`src/rtl/data_memory_stage.sv`:
```
// Multi-cycle word load/store stage with a LATENCY-cycle busy window and a PC stall.
// Optional macro DMEM_MISALIGN_CHECK_EN flags and suppresses accesses with address[1:0] != 0.
module data_memory_stage #(
   parameter int DEPTH   = 64,
   parameter int LATENCY = 2
) (
   input  logic        clock,
   input  logic        reset,
   input  logic        memReadEnable,
   input  logic        memWriteEnable,
   input  logic [31:0] address,
   input  logic [31:0] writeData,
   output logic [31:0] readData,
   output logic        stall,
   output logic        misaligned
);
   localparam int IDX_W = $clog2(DEPTH);

   typedef enum logic [1:0] {IDLE, BUSY, DONE} state_t;

   state_t           state_reg;
   logic [3:0]       count_reg;
   logic             write_reg;
   logic [31:2]      addr_reg;
   logic [31:0]      data_reg;
   logic [31:0]      mem [DEPTH];

   logic             request;
   logic             in_range;
   logic             last_busy;
   logic             access_ok;
   logic [IDX_W-1:0] index;

   assign request   = memReadEnable | memWriteEnable;
   assign stall     = ((state_reg == IDLE) && request) || (state_reg == BUSY);
   assign index     = addr_reg[IDX_W+1:2];
   assign in_range  = (addr_reg[31:IDX_W+2] == '0);
   assign last_busy = (state_reg == BUSY) && (count_reg == 4'd0);

`ifdef DMEM_MISALIGN_CHECK_EN
   logic bad_reg;
   logic misaligned_reg;

   assign access_ok  = in_range & ~bad_reg;
   assign misaligned = misaligned_reg;

   // Misalignment is judged on the request as seen in IDLE, then held for the access.
   always_ff @(posedge clock or negedge reset) begin
      if (!reset) begin
         bad_reg        <= 1'b0;
         misaligned_reg <= 1'b0;
      end else if ((state_reg == IDLE) && request) begin
         bad_reg <= (address[1:0] != 2'b00);
         if (address[1:0] != 2'b00)
            misaligned_reg <= 1'b1;
      end
   end
`else
   logic unused_addr_bits;

   assign unused_addr_bits = ^address[1:0];
   assign access_ok        = in_range;
   assign misaligned       = 1'b0;
`endif

   always_ff @(posedge clock or negedge reset) begin
      if (!reset) begin
         state_reg <= IDLE;
         count_reg <= 4'd0;
         write_reg <= 1'b0;
         addr_reg  <= '0;
         data_reg  <= '0;
         readData  <= '0;
      end else begin
         case (state_reg)
            IDLE: begin
               if (request) begin
                  state_reg <= BUSY;
                  count_reg <= 4'(LATENCY - 1);
                  // A simultaneous read+write request is a store.
                  write_reg <= memWriteEnable;
                  addr_reg  <= address[31:2];
                  data_reg  <= writeData;
               end
            end
            BUSY: begin
               if (count_reg == 4'd0) begin
                  state_reg <= DONE;
                  if (!write_reg)
                     readData <= access_ok ? mem[index] : '0;
               end else begin
                  count_reg <= count_reg - 4'd1;
               end
            end
            DONE:    state_reg <= IDLE;
            default: state_reg <= IDLE;
         endcase
      end
   end

   // Reset clears the whole array; a store commits only on the edge leaving BUSY.
   always_ff @(posedge clock or negedge reset) begin
      if (!reset) begin
         for (int i = 0; i < DEPTH; i++)
            mem[i] <= '0;
      end else if (last_busy && write_reg && access_ok) begin
         mem[index] <= data_reg;
      end
   end
endmodule

```
`config.mk`:
```
export PLATFORM = sky130hd
export DESIGN_NAME = data_memory_stage
export DESIGN_NICKNAME = d
export VERILOG_FILES = /design/src/rtl/data_memory_stage.sv
export SDC_FILE = /design/constraint.sdc
export NUM_CORES = 2
export LEC_CHECK = 0
export ABC_AREA = 1
export CAP_MARGIN = 20
export CORE_MARGIN = 1.5
export CORE_UTILIZATION = 50
export DETAILED_ROUTE_END_ITERATION = 12
export PLACE_DENSITY = 0.65
export SYNTH_ARGS = -nofsm -noshare
export SYNTH_HDL_FRONTEND = slang
export SYNTH_SLANG_ARGS = --single-unit
export TNS_END_PERCENT = 50
```
`constraint.sdc`:
```
create_clock -name clock -period 3.4 [get_ports clock]
set_input_delay 0.85 -clock clock [delete_from_list [all_inputs] [get_ports clock]]
set_output_delay 0.85 -clock clock [all_outputs]
set_load 0.01 [all_outputs]
```
======== Yosys cells after proc, flatten, opt, wreduce, memory -nomap -nowiden ========
Cells that the tools add are included.
word-level totals
  bits in registers ....................... 2149
  word-level logic and storage cells ...... 107
cells by class
  add/sub/neg operators ................... 1
  order comparisons ....................... 2
  eq/ne operators ......................... 4
  multiplexer cells ....................... 13
  bitwise gates (word level) .............. 3
  reduce and logical (&&, ||, !) cells .... 14
operators by type and width
  cell                                                    count
  bitwise mux 2048 bit                                    1
  binary-select mux 32 bit (select 6 bit)                 1
  demux 32 bit (select 6 bit)                             1
  two-way mux 32 bit                                      4
  zero test 24 bit                                        1
  two-way mux 4 bit                                       2
  case mux 4 bit (2 select lines)                         1
  >= comparator 7 bit (second input constant)             1
  < comparator 7 x 1 -> 1 bit (second input constant)     1
  NOT 6 -> 7 bit                                          1
  AND reduction 3 bit                                     2
  logical AND 1 bit                                       5
  zero test 4 bit                                         1
  two-way mux 2 bit                                       2
  inequality test 2 bit (second input constant)           2
  case mux 2 bit (2 select lines)                         1
  AND reduction 2 bit                                     2
  subtractor 4 x 1 -> 4 bit (second input constant)       1
  == test 2 x 1 -> 1 bit (second input constant)          1
  zero test 2 bit                                         1
  inequality test 2 x 1 -> 1 bit (second input constant)  1
  nonzero test 2 bit                                      1
  logical OR 1 bit                                        1
  NOT 1 bit                                               1
  bitwise OR 1 bit                                        1

======== Longest topological paths before layout ========
  word-level depth ........................ 6
  mapped depth ............................ 13
  depth with buffers taken out ............ 10

======== Worst setup path after synthesis ========
Ideal clock, no wire load.
  path kind ............................... register to register
  start point ............................. reg count_reg[0]
  end point ............................... reg mem[195] (netlist name)
  arrival ................................. 1938 ps
  data required time ...................... 3268 ps
  path slack .............................. 1330 ps
  cell stages (with the launch flop) ...... 11
  path buffers ............................ 3
  period minus slack after synthesis ...... 2070 ps
  path through ............................ dfrtp_1 inv_1 ha_1 nand3_1 nor3_1 buf_2 buf_2 nand3_4 buf_4 nand2_1 o21ai_1
between the ends
  cells in the longest elaborated chain, start to end .. 4
ends and longest elaborated chain
  what                             RTL line  RTL
  from (decl)                      22        logic [3:0] count_reg;
  from (signal assigned)           79        count_reg <= 4'(LATENCY - 1);
  from (signal assigned)           92        count_reg <= count_reg - 4'd1;
  zero test 4 bit                  38        assign last_busy = (state_reg == BUSY) && (count_reg == 4'd0);
  logical AND 1 bit                38
  logical AND 1 bit (2 in series)  106       end else if (last_busy && write_reg && access_ok) begin
  to (signal, indexed assignment)  107       mem[index] <= data_reg;
  to (decl)                        26        logic [31:0] mem [DEPTH];
Every way passes these cells.
A chain may end at the register's enable or synchronous reset.

======== Final worst setup path ========
  start point ............................. reg addr_reg[2] (netlist name)
  end point ............................... reg readData[26]
between the ends
  cells in the longest elaborated chain, start to end .. 5
ends and longest elaborated chain
  what                                                    RTL line  RTL
  from (decl)                                             24        logic [31:2] addr_reg;
  from (signal assigned)                                  82        addr_reg <= address[31:2];
  NOT 6 -> 7 bit (not written as such)                    90        readData <= access_ok ? mem[index] : '0;
  binary-select mux 32 bit (select 6 bit)                 90
  two-way mux 32 bit (not written as such) (2 in series)  90
  two-way mux 32 bit                                      90
  to (signal assigned)                                    90
  to (decl)                                               13        output logic [31:0] readData,
Every way passes these cells. The select of a mux whose other input is x is not followed.

==> impl_metrics.tcl <==
set metrics [dict create \
    run_status "finished clean" \
    clock_power_share_pct 31.5 \
    power_density_nw_per_um2 688 \
    crit_path_end_kind "flip-flop" \
    pwr-share-seq_pct 33.2 \
    die_y_um 458 \
    synth_top_area_share_pct 51.9 \
    netlist_area_um2 104000 \
    cts.root.buffer_cell "sky130_fd_sc_hd__clkbuf_16" \
    totalWireLength_mm 306 \
    final.setup_skew_ns 0.0330 \
    start_util_pct 50.5 \
    avgRoutedWirePerCell_um 18.8 \
    timing.reg2reg.worst_path_depth 12 \
    final-max-slew-violation-count 0 \
    arrival_time_of_the_worst_setup_path_ns 3.98 \
    number_of_antenna_violations_at_the_first_check_in_global_routing 8 \
    synth_area_in_compound_gates_pct 11.6 \
    avgViaCountPerCell 5.29 \
    timing_worst_slew_pin_value_ns 1.08 \
    drt.antenna.violating_nets 0 \
    mappedNetlistNets 13727 \
    synthDistinctLibCells 29 \
    boundaryPins 102 \
    multi_input_comb_area_um2 37900 \
    synth_top_family_by_area "simple AND/OR/NAND/NOR gates" \
    synth.area.mux_share_pct 0 \
    synth_simple_gate_area_share_pct 24.8 \
    fmax_mhz 310 \
    grt_start_max_net_pins 150 \
    via_count 85891 \
    cts.clk_slew.worst_paths_ns 0.06 \
    drive_above_1_share_pct 7.51 \
    synth_top_cell_by_area "sky130_fd_sc_hd__dfrtp_1" \
    gp_congestion 0.844 \
    vias_in_the_first_global_route 81604 \
    setup_repair_after_global_routing_missed_its_margin "no" \
    die_width_um 458 \
    synth_seq_area_share_pct 51.9 \
    synth_adder_area_share_pct 0.0241 \
    final_net_count 13435 \
    design.core.area_um2 205000 \
    clock_latency_ns 0.87 \
    postSynthAreaPerCell_um2 7.59 \
    min_to "addr_reg[28]" \
    sinks_on_the_clock_net 2149 \
    internal-power_w 0.0478 \
    worst_setup_path_start_kind "flip-flop" \
    setup.reg_to_reg.worst_slack_ns 0.17 \
    pwr-share-comb_pct 35.4 \
    regToRegStartpoint "addr_reg[2]" \
    final.fill_count 18690 \
    cellLeakagePower_nw 55.4 \
    number_of_design_rule_violations_left_by_the_first_detailed_router_iteration 8519 \
    largest_register_ffs 2048 \
    ys_seq_elements 2149 \
    layout_common_cells "sky130_fd_sc_hd__nand2_1, sky130_fd_sc_hd__dfrtp_1, sky130_fd_sc_hd__inv_1" \
    reg_area_um2 53800 \
    most_common_cell_after_layout_fill_and_taps_aside "sky130_fd_sc_hd__nand2_1" \
    finalCriticalPeriod_ns 3.23 \
    dp_hpwl_mm 182 \
    cts_buffer_depth 3 \
    grt.overflow.total 0 \
    dpl-instance-area_um2 108000 \
    ir_worst_vdd_v 0.000653 \
    drc 0 \
    yosysWarnings 0 \
    timing.setup.tns_ns 0 \
    final_cell_area_um2 115000 \
    total_power_w 0.0792 \
    synth_xor_area_share_pct 0 \
    flow.area_growth_from_synthesis_pct 11.0 \
    worst-endpoint-required_ns 4.15 \
    total_switching_power_w 0.0314 \
    cts-resized-gates 0 \
    synth_cells 13657 \
    buffer_ports.inserted 98 \
    hold_class "reg -> reg" \
    numCtsBuffers 223 \
    final-hold-violation-count 0 \
    synthTopCellsByArea "sky130_fd_sc_hd__dfrtp_1, sky130_fd_sc_hd__nand2_1, sky130_fd_sc_hd__o21ai_0" \
    post-route-period-util_pct 95.0 \
    reg2reg_to "readData[26]" \
    crit_path_max_fanout 36 \
    cts_h_tree_depth 4 \
    max_cap_viol_count 0 \
    grt_first_pass_wirelength_mm 479 \
    min_from "addr_reg[28]" \
    worstSetupPathType "reg -> reg" \
    floorplan.die_area_um2 210000 \
    whs_path_depth 2 \
    final_setup_violation_count 0 \
    grt_usage_pct 29.3 \
    cts_tree "yes" \
    floorplan.rows 166 \
    sw_frac_of_total_pct 39.7 \
    first_pass_iters 6 \
    worst_slew_margin_rel_pct 28.0 \
]
[cell type report]
| cell class | count | share of cell area (%) |
|---|---|---|
| clock inverter | 73 | 0.708 |
| tap | 2688 | 2.92 |
| timing repair buffer | 487 | 4.60 |
| antenna | 2 | 0.00435 |
| multi-input combinational | 8575 | 32.9 |
| clock buffer | 336 | 5.81 |
| inverter | 1929 | 6.31 |
| sequential | 2149 | 46.7 |
[cell families after synthesis]
family / after synthesis
fa+ha+maj: 2
simple gates: 6174
compound gates: 2398
other cells: 1
buf+inv: 2933
flops: 2149
[power groups by stage]
| stage | sequential, W | clock, W | combinational (W) |
|---|---|---|---|
| after global routing | 0.0263 | 0.0263 | 0.0304 |
| after global placement | 0.0267 | 0 | 0.0274 |
| after CTS | 0.0263 | 0.0253 | 0.0278 |
| after floorplan | 0.0266 | 0 | 0.0162 |
| after detailed placement | 0.0267 | 0 | 0.0276 |
| final | 0.0263 | 0.0249 | 0.0280 |
[worst max-delay path, cell delays in order (launching register included)]
cell,delay (ns)
sky130_fd_sc_hd__dfrtp_4,0.66
sky130_fd_sc_hd__inv_8,0.25
sky130_fd_sc_hd__buf_4,0.30
sky130_fd_sc_hd__or2_2,0.29
sky130_fd_sc_hd__nand2_1,0.06
sky130_fd_sc_hd__nand2_1,0.05
sky130_fd_sc_hd__o21ai_0,0.36
sky130_fd_sc_hd__nand2_1,0.40
sky130_fd_sc_hd__nor2_1,0.32
sky130_fd_sc_hd__buf_4,0.18
sky130_fd_sc_hd__nand2_1,0.07
sky130_fd_sc_hd__nand2_1,0.08
sky130_fd_sc_hd__nand2_1,0.05
[synthesized netlist by cell type (all sizes together)]
master,number
a21oi,2
buf,466
clkbuf,538
conb,1
dfrtp,2149
ha,2
inv,1929
nand2,4793
nand3,1028
nand4,3
nor2,208
nor3,14
o211ai,31
o21ai,2364
o22ai,1
or2,128
[per-layer routing]
layer,up-vias,global-route usage [%],routed length (µm),part of all wire [%]
met4,4,10.5,11100,3.6
met2,2771,47.6,142000,46
met1,41102,40.0,132000,43
met3,543,4.14,21000,6.9
li1,41471,-,-,-
met5,-,0,32,0.010
[per-stage QoR]
| stage | util (%) | setup WS [ns] | cells | hold slack [ns] |
|---|---|---|---|---|
| finish | 56.0 | 0.172 | 16239 | 0.472 |
| global route | 56.0 | 0.140 | 16238 | 0.492 |
| CTS | 56.0 | 0.240 | 16236 | 0.466 |
| detailed placement | 52.4 | 0.264 | 15826 | 0.462 |
| global placement | 52.4 | 0.225 | 15826 | 0.452 |
| floorplan | - | 1.33 | 13657 | 0.440 |
[worst max path at each step]
stage                  from           end  cells past startpoint
2_1_floorplan  count_reg[0]      mem[195]                     10
3_3_place_gp    addr_reg[2]  readData[26]                     12
3_5_place_dp    addr_reg[2]  readData[26]                     12
4_1_cts         addr_reg[2]  readData[27]                     11
5_1_grt         addr_reg[2]  readData[26]                     12
6_report        addr_reg[2]  readData[26]                     12
[repair_timing]
item	4_1_cts	5_1_grt
endpoints found under the hold margin	18	0
setup endpoints to repair	0	0
hold buffers	1	0
setup buffers	0	0
(Power assumes the default switching activity.)
